<file path="config.mk">
export PLATFORM = sky130hd
export DESIGN_NAME = gearbox_sync_fifo
export DESIGN_NICKNAME = d
export VERILOG_FILES = /design/src/rtl/gearbox_fifo_pkg.sv /design/src/rtl/gearbox_fifo_mem.sv /design/src/rtl/gearbox_sync_fifo.sv
export SDC_FILE = /design/constraint.sdc
export NUM_CORES = 2
export LEC_CHECK = 0
export BUFFER_PORTS_ARGS = -buffer_cell sky130_fd_sc_hd__clkbuf_2
export CAP_MARGIN = 20
export CORE_MARGIN = 4
export CORE_UTILIZATION = 35
export CTS_CLUSTER_SIZE = 20
export DETAILED_ROUTE_END_ITERATION = 6
export GPL_ROUTABILITY_DRIVEN = 0
export GPL_TIMING_DRIVEN = 1
export PLACE_DENSITY_LB_ADDON = 0.12
export SKIP_CTS_REPAIR_TIMING = 1
export SYNTH_ARGS = -nofsm -noshare
export SYNTH_HDL_FRONTEND = slang
export SYNTH_SLANG_ARGS = --single-unit
</file>
<file path="constraint.sdc">
create_clock -name clk -period 4.6 [get_ports clk]
set_clock_uncertainty 0.2 [all_clocks]
set_input_delay 0.92 -clock clk [delete_from_list [all_inputs] [get_ports clk]]
set_output_delay 0.92 -clock clk [all_outputs]
set_load 0.05 [all_outputs]
</file>
<file path="src/rtl/gearbox_fifo_pkg.sv">
// Shared widths, lane helpers and parameter sanity checks
// for the pixel gearbox FIFO.
package gearbox_fifo_pkg;

  localparam int LANE_MAX_W = 64;
  localparam int BUS_MAX_W  = 1024;

  function automatic int cnt_width(input int depth);
    return $clog2(depth) + 1;
  endfunction

  function automatic int wc_width(input int in_lanes);
    return $clog2(in_lanes + 1);
  endfunction

  function automatic bit is_pow2(input int v);
    return (v > 0) && ((v & (v - 1)) == 0);
  endfunction

  function automatic bit depth_ok(
    input int depth,
    input int in_lanes,
    input int out_lanes
  );
    return depth >= (in_lanes + out_lanes);
  endfunction

  function automatic bit bus_ok(
    input int dw,
    input int lanes
  );
    return (dw <= LANE_MAX_W) && (dw * lanes <= BUS_MAX_W);
  endfunction

  function automatic logic [LANE_MAX_W-1:0] lane_mask(input int dw);
    logic [LANE_MAX_W-1:0] m;
    if (dw >= LANE_MAX_W) m = '1;
    else m = (LANE_MAX_W'(1) << dw) - LANE_MAX_W'(1);
    return m;
  endfunction

  // Lane 0 sits in the LSBs of the packed bus.
  function automatic logic [LANE_MAX_W-1:0] lane_get(
    input logic [BUS_MAX_W-1:0] bus,
    input int                   lane,
    input int                   dw
  );
    logic [BUS_MAX_W-1:0] sh;
    sh = bus >> (lane * dw);
    return sh[LANE_MAX_W-1:0] & lane_mask(dw);
  endfunction

endpackage

</file>
<file path="src/rtl/gearbox_fifo_mem.sv">
// Element register array: IN_LANES write lanes at base+lane,
// OUT_LANES combinational read lanes at base+slot.
module gearbox_fifo_mem
  import gearbox_fifo_pkg::*;
#(
  parameter int DW        = 8,
  parameter int IN_LANES  = 3,
  parameter int OUT_LANES = 2,
  parameter int DEPTH     = 64,
  parameter int ADDR_W    = 6
) (
  input  logic                    clk,
  input  logic [IN_LANES-1:0]     we,
  input  logic [ADDR_W-1:0]       wr_base,
  input  logic [DW*IN_LANES-1:0]  wr_data,
  input  logic [ADDR_W-1:0]       rd_base,
  output logic [DW*OUT_LANES-1:0] rd_data
);

  logic [DW-1:0] mem_q [DEPTH];

  // Write lane j carries bus lane IN_LANES-1-j (oldest first).
  always_ff @(posedge clk) begin
    for (int j = 0; j < IN_LANES; j++) begin
      if (we[j]) begin
        mem_q[wr_base + ADDR_W'(j)] <=
          DW'(lane_get(BUS_MAX_W'(wr_data), IN_LANES - 1 - j, DW));
      end
    end
  end

  always_comb begin
    rd_data = '0;
    for (int k = 0; k < OUT_LANES; k++) begin
      rd_data[(OUT_LANES-1-k)*DW +: DW] = mem_q[rd_base + ADDR_W'(k)];
    end
  end

endmodule

</file>
<file path="src/rtl/gearbox_sync_fifo.sv">
// Width-converting element FIFO: 0..IN_LANES pixels in per beat,
// OUT_LANES pixels out show-ahead.
module gearbox_sync_fifo
  import gearbox_fifo_pkg::*;
#(
  parameter int DW         = 8,
  parameter int IN_LANES   = 3,
  parameter int OUT_LANES  = 2,
  parameter int FIFO_DEPTH = 64,
  parameter int CNT_W      = cnt_width(FIFO_DEPTH),
  parameter int WC_W       = wc_width(IN_LANES)
) (
  input  logic                    clk,
  input  logic                    rst,
  input  logic                    clr,
  input  logic                    wr_valid,
  input  logic [WC_W-1:0]         wr_cnt,
  input  logic [DW*IN_LANES-1:0]  wr_data,
  output logic                    wr_ready,
  input  logic                    rd_en,
  output logic [DW*OUT_LANES-1:0] rd_data,
  output logic                    rd_valid,
  output logic                    full,
  output logic                    empty,
  output logic [CNT_W-1:0]        fill_level,
  output logic                    wr_err,
  output logic                    rd_err
);

  localparam int ADDR_W = $clog2(FIFO_DEPTH);
  localparam logic [CNT_W:0] DEPTH_X = (CNT_W+1)'(FIFO_DEPTH);
  localparam logic [CNT_W:0] IN_X    = (CNT_W+1)'(IN_LANES);
  localparam logic [CNT_W:0] OUT_X   = (CNT_W+1)'(OUT_LANES);

  if (!is_pow2(FIFO_DEPTH)) begin : g_bad_depth_pow2
    $error("FIFO_DEPTH must be a power of two");
  end
  if (!depth_ok(FIFO_DEPTH, IN_LANES, OUT_LANES)) begin : g_bad_depth_min
    $error("FIFO_DEPTH must be >= IN_LANES+OUT_LANES");
  end
  if (!bus_ok(DW, IN_LANES)) begin : g_bad_bus
    $error("DW*IN_LANES exceeds lane helper range");
  end

  logic [ADDR_W-1:0]   wr_ptr_q, wr_ptr_d;
  logic [ADDR_W-1:0]   rd_ptr_q, rd_ptr_d;
  logic [CNT_W-1:0]    fill_q, fill_d;
  logic                wr_err_q, wr_err_d;
  logic                rd_err_q, rd_err_d;
  logic [CNT_W:0]      free_x;
  logic [CNT_W:0]      fill_x;
  logic                cnt_ok;
  logic                wr_fire;
  logic                rd_fire;
  logic [IN_LANES-1:0] lane_we;

  // Status comes from registered occupancy only.
  assign free_x     = DEPTH_X - {1'b0, fill_q};
  assign wr_ready   = free_x >= IN_X;
  assign rd_valid   = {1'b0, fill_q} >= OUT_X;
  assign full       = {1'b0, fill_q} == DEPTH_X;
  assign empty      = fill_q == '0;
  assign fill_level = fill_q;
  assign wr_err     = wr_err_q;
  assign rd_err     = rd_err_q;

  assign cnt_ok  = (wr_cnt != '0) && (int'(wr_cnt) <= IN_LANES);
  assign wr_fire = wr_valid && wr_ready && cnt_ok && !clr;
  assign rd_fire = rd_en && rd_valid && !clr;

  always_comb begin
    lane_we = '0;
    for (int j = 0; j < IN_LANES; j++) begin
      lane_we[j] = wr_fire && (int'(wr_cnt) > j);
    end
  end

  always_comb begin
    wr_ptr_d = wr_ptr_q;
    rd_ptr_d = rd_ptr_q;
    fill_x   = {1'b0, fill_q};
    wr_err_d = 1'b0;
    rd_err_d = 1'b0;
    if (clr) begin
      wr_ptr_d = '0;
      rd_ptr_d = '0;
      fill_x   = '0;
    end else begin
      if (wr_fire) begin
        wr_ptr_d = wr_ptr_q + ADDR_W'(wr_cnt);
        fill_x   = fill_x + (CNT_W+1)'(wr_cnt);
      end
      if (rd_fire) begin
        rd_ptr_d = rd_ptr_q + ADDR_W'(OUT_LANES);
        fill_x   = fill_x - OUT_X;
      end
      wr_err_d = wr_valid && !cnt_ok;
      rd_err_d = rd_en && !rd_valid;
    end
    fill_d = fill_x[CNT_W-1:0];
  end

  always_ff @(posedge clk) begin
    if (rst) begin
      wr_ptr_q <= '0;
      rd_ptr_q <= '0;
      fill_q   <= '0;
      wr_err_q <= 1'b0;
      rd_err_q <= 1'b0;
    end else begin
      wr_ptr_q <= wr_ptr_d;
      rd_ptr_q <= rd_ptr_d;
      fill_q   <= fill_d;
      wr_err_q <= wr_err_d;
      rd_err_q <= rd_err_d;
    end
  end

  gearbox_fifo_mem #(
    .DW        (DW),
    .IN_LANES  (IN_LANES),
    .OUT_LANES (OUT_LANES),
    .DEPTH     (FIFO_DEPTH),
    .ADDR_W    (ADDR_W)
  ) u_mem (
    .clk     (clk),
    .we      (lane_we),
    .wr_base (wr_ptr_q),
    .wr_data (wr_data),
    .rd_base (rd_ptr_q),
    .rd_data (rd_data)
  );

endmodule

</file>
* After elaboration in Yosys (flattened, before gate mapping)
Memory sizes are Yosys's and may differ from the RTL's. A register that Yosys moved wholly into a read port is not among the register bits. Cells that the tools add are included.
Operators by class: add/subtract/negate cells 8, order comparisons 5, equal/unequal tests 1, multiplexer cells 14, bitwise operators 3, reductions and logical operators 16
Operators with widths (number):
- $and A8 B8 Y8 | 3
- $mux W8 | 3
- $mux W7 | 3
- $add A6 B1 Y6 const B | 2
- $add A6 B2 Y6 const B | 2
- $mux W6 | 2
- $logic_and A1 B1 Y1 | 10
- $ge A8 B2 Y1 const B | 1
- $sub A7 B7 Y8 const A | 1
- $add A7 B2 Y7 | 1
- $eq A7 B7 Y1 const B | 1
- $ge A7 B2 Y1 const B | 1
- $logic_not A7 Y1 | 1
- $sub A7 B2 Y7 const B | 1
- $add A6 B2 Y6 | 1
- $mux W1 | 6
- $gt A2 B1 Y1 const B | 2
- $logic_not A1 Y1 | 3
- $gt A2 B2 Y1 const B | 1
- $reduce_bool A2 Y1 | 1
- $reduce_or A2 Y1 | 1
Storage, ports and cells: flip-flop bits (word level) 21, bits in writable memories 512, input bits 31, output and inout bits 29, logic and storage cells 53, memories 1
Memory list:
- u_mem.mem_q | words 64, bits a word 8, read ports 2, clocked after Yosys merged registers in 1, wr ports 3, RTL line gearbox_fifo_mem.sv:20 | logic [DW-1:0] mem_q [DEPTH];

* Logic depth before layout (Yosys ltp)
depth after elaboration 9, depth in mapped cells 12, depth with buffers taken out 9

* Hierarchy
From an unflattened synthesis, not the netlist that was laid out.
Second synthesis, totals: cells, all modules 3566, area, all modules 37483.4 µm²
By module, submodules not included:
- gearbox_fifo_mem | times used 1, cells an instance 3423, area each 36239.8 µm², seq. area each 15374.7 µm²
- gearbox_sync_fifo | times used 1, cells an instance 143, area each 1243.7 µm², seq. area each 400.4 µm²

* Worst setup path before layout
OpenSTA, ideal clock, no wires.
kind flip-flop to output port, from register with a tool-made name, to output rd_data[10], arrival 2.441 ns, data required time 3.480 ns, path slack 1.039 ns, cell stages (with the launch flop) 6, buffers on the path 2, cell sequence dfxtp_1 buf_2 buf_1 mux4_2 mux4_2 mux2_2
RTL lines:
- end, declared | RTL line gearbox_sync_fifo.sv:21 | output logic [DW*OUT_LANES-1:0] rd_data,

==> flow_summary.json <==
{
  "status": "completed",
  "cap_viol_max_count": 0,
  "pin_count": 60,
  "p_leak_uw": 0.0125,
  "ff_latch_area_mm2": 0.0159,
  "hold_path_class": "input port to flip-flop",
  "vias": 29514,
  "drive_gt1_frac": 0.188,
  "dpl.hpwl_um": 93600,
  "rsz0062_at_grt": "false",
  "synth_edf_count": 512,
  "critPathMaxStageDelay_ns": 0.68,
  "synth_ff_type": "edfxtp_1",
  "clock_path_buffers": 3,
  "clock_latency_ns": 0.62,
  "grt_pass1_wl_um": 207000,
  "cts.clk_slew.worst_paths_ns": 0.06,
  "cp.arrival_ns": 3.32,
  "antenna_found_initial": 0,
  "setup_viol": 0,
  "power_density_mw_per_mm2": 302,
  "r2r_slack_ns": 0.67,
  "slew_headroom": 0.204,
  "ant_nets": 0,
  "die_h_um": 319,
  "port_buffers": 59,
  "fin_setup_tns_ns": 0,
  "async_flop_share": 0,
  "cpMostUsedCell": "mux4_2",
  "max_freq_ghz": 0.225,
  "dieArea_mm2": 0.102,
  "synth_seq_area_share": 0.468,
  "drtIter0Drc": 4547,
  "crit_path_end_kind": "output pin",
  "clockRootBuffer": "clkbuf_16",
  "final_area_mm2": 0.0382,
  "grt_max_degree": 65,
  "cts_made_buffers": 66,
  "dp.cells": 4633,
  "synth_area_mm2": 0.0339,
  "start_util": 0.355,
  "synth_cells": 3447,
  "fin_crit_sh": 0.965,
  "rows": 113,
  "coreArea_mm2": 0.0956,
  "crit_type": "flip-flop to output pin",
  "die_w_um": 319,
  "dr.pass1.iters": 7,
  "dpl_cell_area_mm2": 0.0361,
  "drt-vias-per-instance": 6.22,
  "fin_nets": 3476,
  "multi_input_area_mm2": 0.0166,
  "synth.net_count": 3487,
  "worst_pin_slew_ns": 1.19,
  "synth.yosys.warnings": 0,
  "drc_errors": 0,
  "grt_usage": 0.277,
  "fill_cells": 9184,
  "yosysUniqueCellTypes": 71,
  "crit_slowest_cell": "dfxtp_4",
  "hold_ws_ns": 0.352,
  "h-tree-depth": 3,
  "finalHoldViolations": 0,
  "worst_r2r_path_depth": 8,
  "cts_tree": "done",
  "synth.avg_cell_area_um2": 9.84,
  "crit_fanout": 32,
  "finalCriticalPeriod_ns": 4.44,
  "vdd_drop_max_v": 0.000227,
  "ys_ff_latch": 537,
  "start_kind": "flip-flop",
  "detail_route.wirelength_um": 146000,
  "cts_sinks": 537,
  "first_global_vias": 27966,
  "syn2layout_area_growth_pct": 12.6,
  "worstPathCellList": "buf_12, mux4_2, mux4_2, mux2_2, clkbuf_2",
  "hold_path_depth": 3,
  "gr-total-overflow": 0,
  "fin_cells": 4747,
  "required_ns": 3.48,
  "wire_per_inst_um": 30.7,
  "finalMaxSlewViolations": 0
}
==> state kept, by name, summed over array words and instances (netlist names), named ones only <==
signal       cells
fill_level       7
rd_err           1
rd_ptr_q         5
u_mem.mem_q    512
wr_err           1
wr_ptr_q         6
==> logic make-up (layout without fill, tap and decap cells) <==
kind of cell               count (synthesis)  count (layout)  share of synthesized area
AOI/OAI and AO/OA                        618             618                      0.112
xor gates and xnor gates                  15              15                    0.00409
adders and majority gates                  9               9                    0.00376
buffers and inverters                    362             396                     0.0464
DFF                                      537             537                      0.468
muxes                                    361             361                      0.167
other                                      0               1                          0
and+or+nand+nor                         1545            1545                      0.199
==> layer usage <==
layer	up-vias	part of all wire	track usage
met5	-	0	0
met4	0	0.040	0.110
met3	375	0.10	0.0575
met2	1978	0.46	0.436
met1	14574	0.40	0.376
li1	12587	-	-
==> critical path, delay by kind of cell, from the launching register on <==
family	cells	cell delay (ns)
mux	3	1.38
flops	1	0.68
buf+inv	2	0.59
==> worst paths after layout <==
kind	from	endpoint
setup / recovery	flip-flop	rd_data[12]
hold / removal	rd_en	rd_err
setup reg to reg	fill_level[2]	u_mem.mem_q[37][1]
hold reg to reg	fill_level[0]	fill_level[0]
==> synth_stat cells (all sizes together) (4+ instances only) <==
cell    count  area (um2)
xnor2       8        70.1
nand2     781        2930
edfxtp    512       15400
clkbuf    201         757
buf       148         769
mux2i     185        1860
xor2        7        68.8
nand3      80         591
nand4      33         213
o21ai      80         400
inv        13        48.8
and3        4        30.0
a31oi     330        2060
a311o       5        50.1
o211ai     49         368
or2         6        37.5
nor3       52         365
mux2       16         180
ha          7        87.6
nor2b      15        93.8
dfxtp      25         500
nand2b      6        37.5
a21oi     128         641
nor4       27         348
or3         9        56.3
mux4      160        3600
nor2      521        1960
==> power by group <==
group | leakage, uW | switching, uW | internal (uW) | total, uW
clock network | 0.00101 | 2200 | 2970 | 5180
logic | 0.00673 | 711 | 267 | 978
registers | 0.00481 | 13.2 | 5360 | 5370
==> cells in the final DEF (no fill, tap or decap), types with 13 or more instances in the layout <==
cell,instances
o21ai_0,41
nand3_1,42
nor2_1,519
buf_4,223
nor2b_1,15
mux2i_1,184
a21oi_1,128
a31oi_1,330
nand3_2,38
nand4_1,32
mux4_2,160
nand2_1,779
clkbuf_2,35
o21ai_1,38
dfxtp_1,21
clkinv_2,13
nor3_2,35
o211ai_1,49
nor3_1,17
clkbuf_16,69
mux2_2,16
edfxtp_1,512
==> cell type report <==
class,instances,area share
multi-input combinational,2548,0.434
clock inverter,31,0.00692
tap,1265,0.0415
inverter,13,0.00128
antenna,1,0.0000656
timing repair buffer,270,0.0536
clock buffer,82,0.0468
sequential,537,0.416
==> stage by stage <==
| stage | setup WS (ns) | total power, uW | utilization |
|---|---|---|---|
| CTS | 0.101 | 11500 | 0.399 |
| floorplan | 1.04 | 6020 | - |
| finish | 0.160 | 11500 | 0.399 |
| detailed placement | 0.490 | 6430 | 0.378 |
| global route | 0.0153 | 11800 | 0.399 |
| global placement | 0.525 | 6420 | 0.378 |
Power figures use the tool's default switching activity.
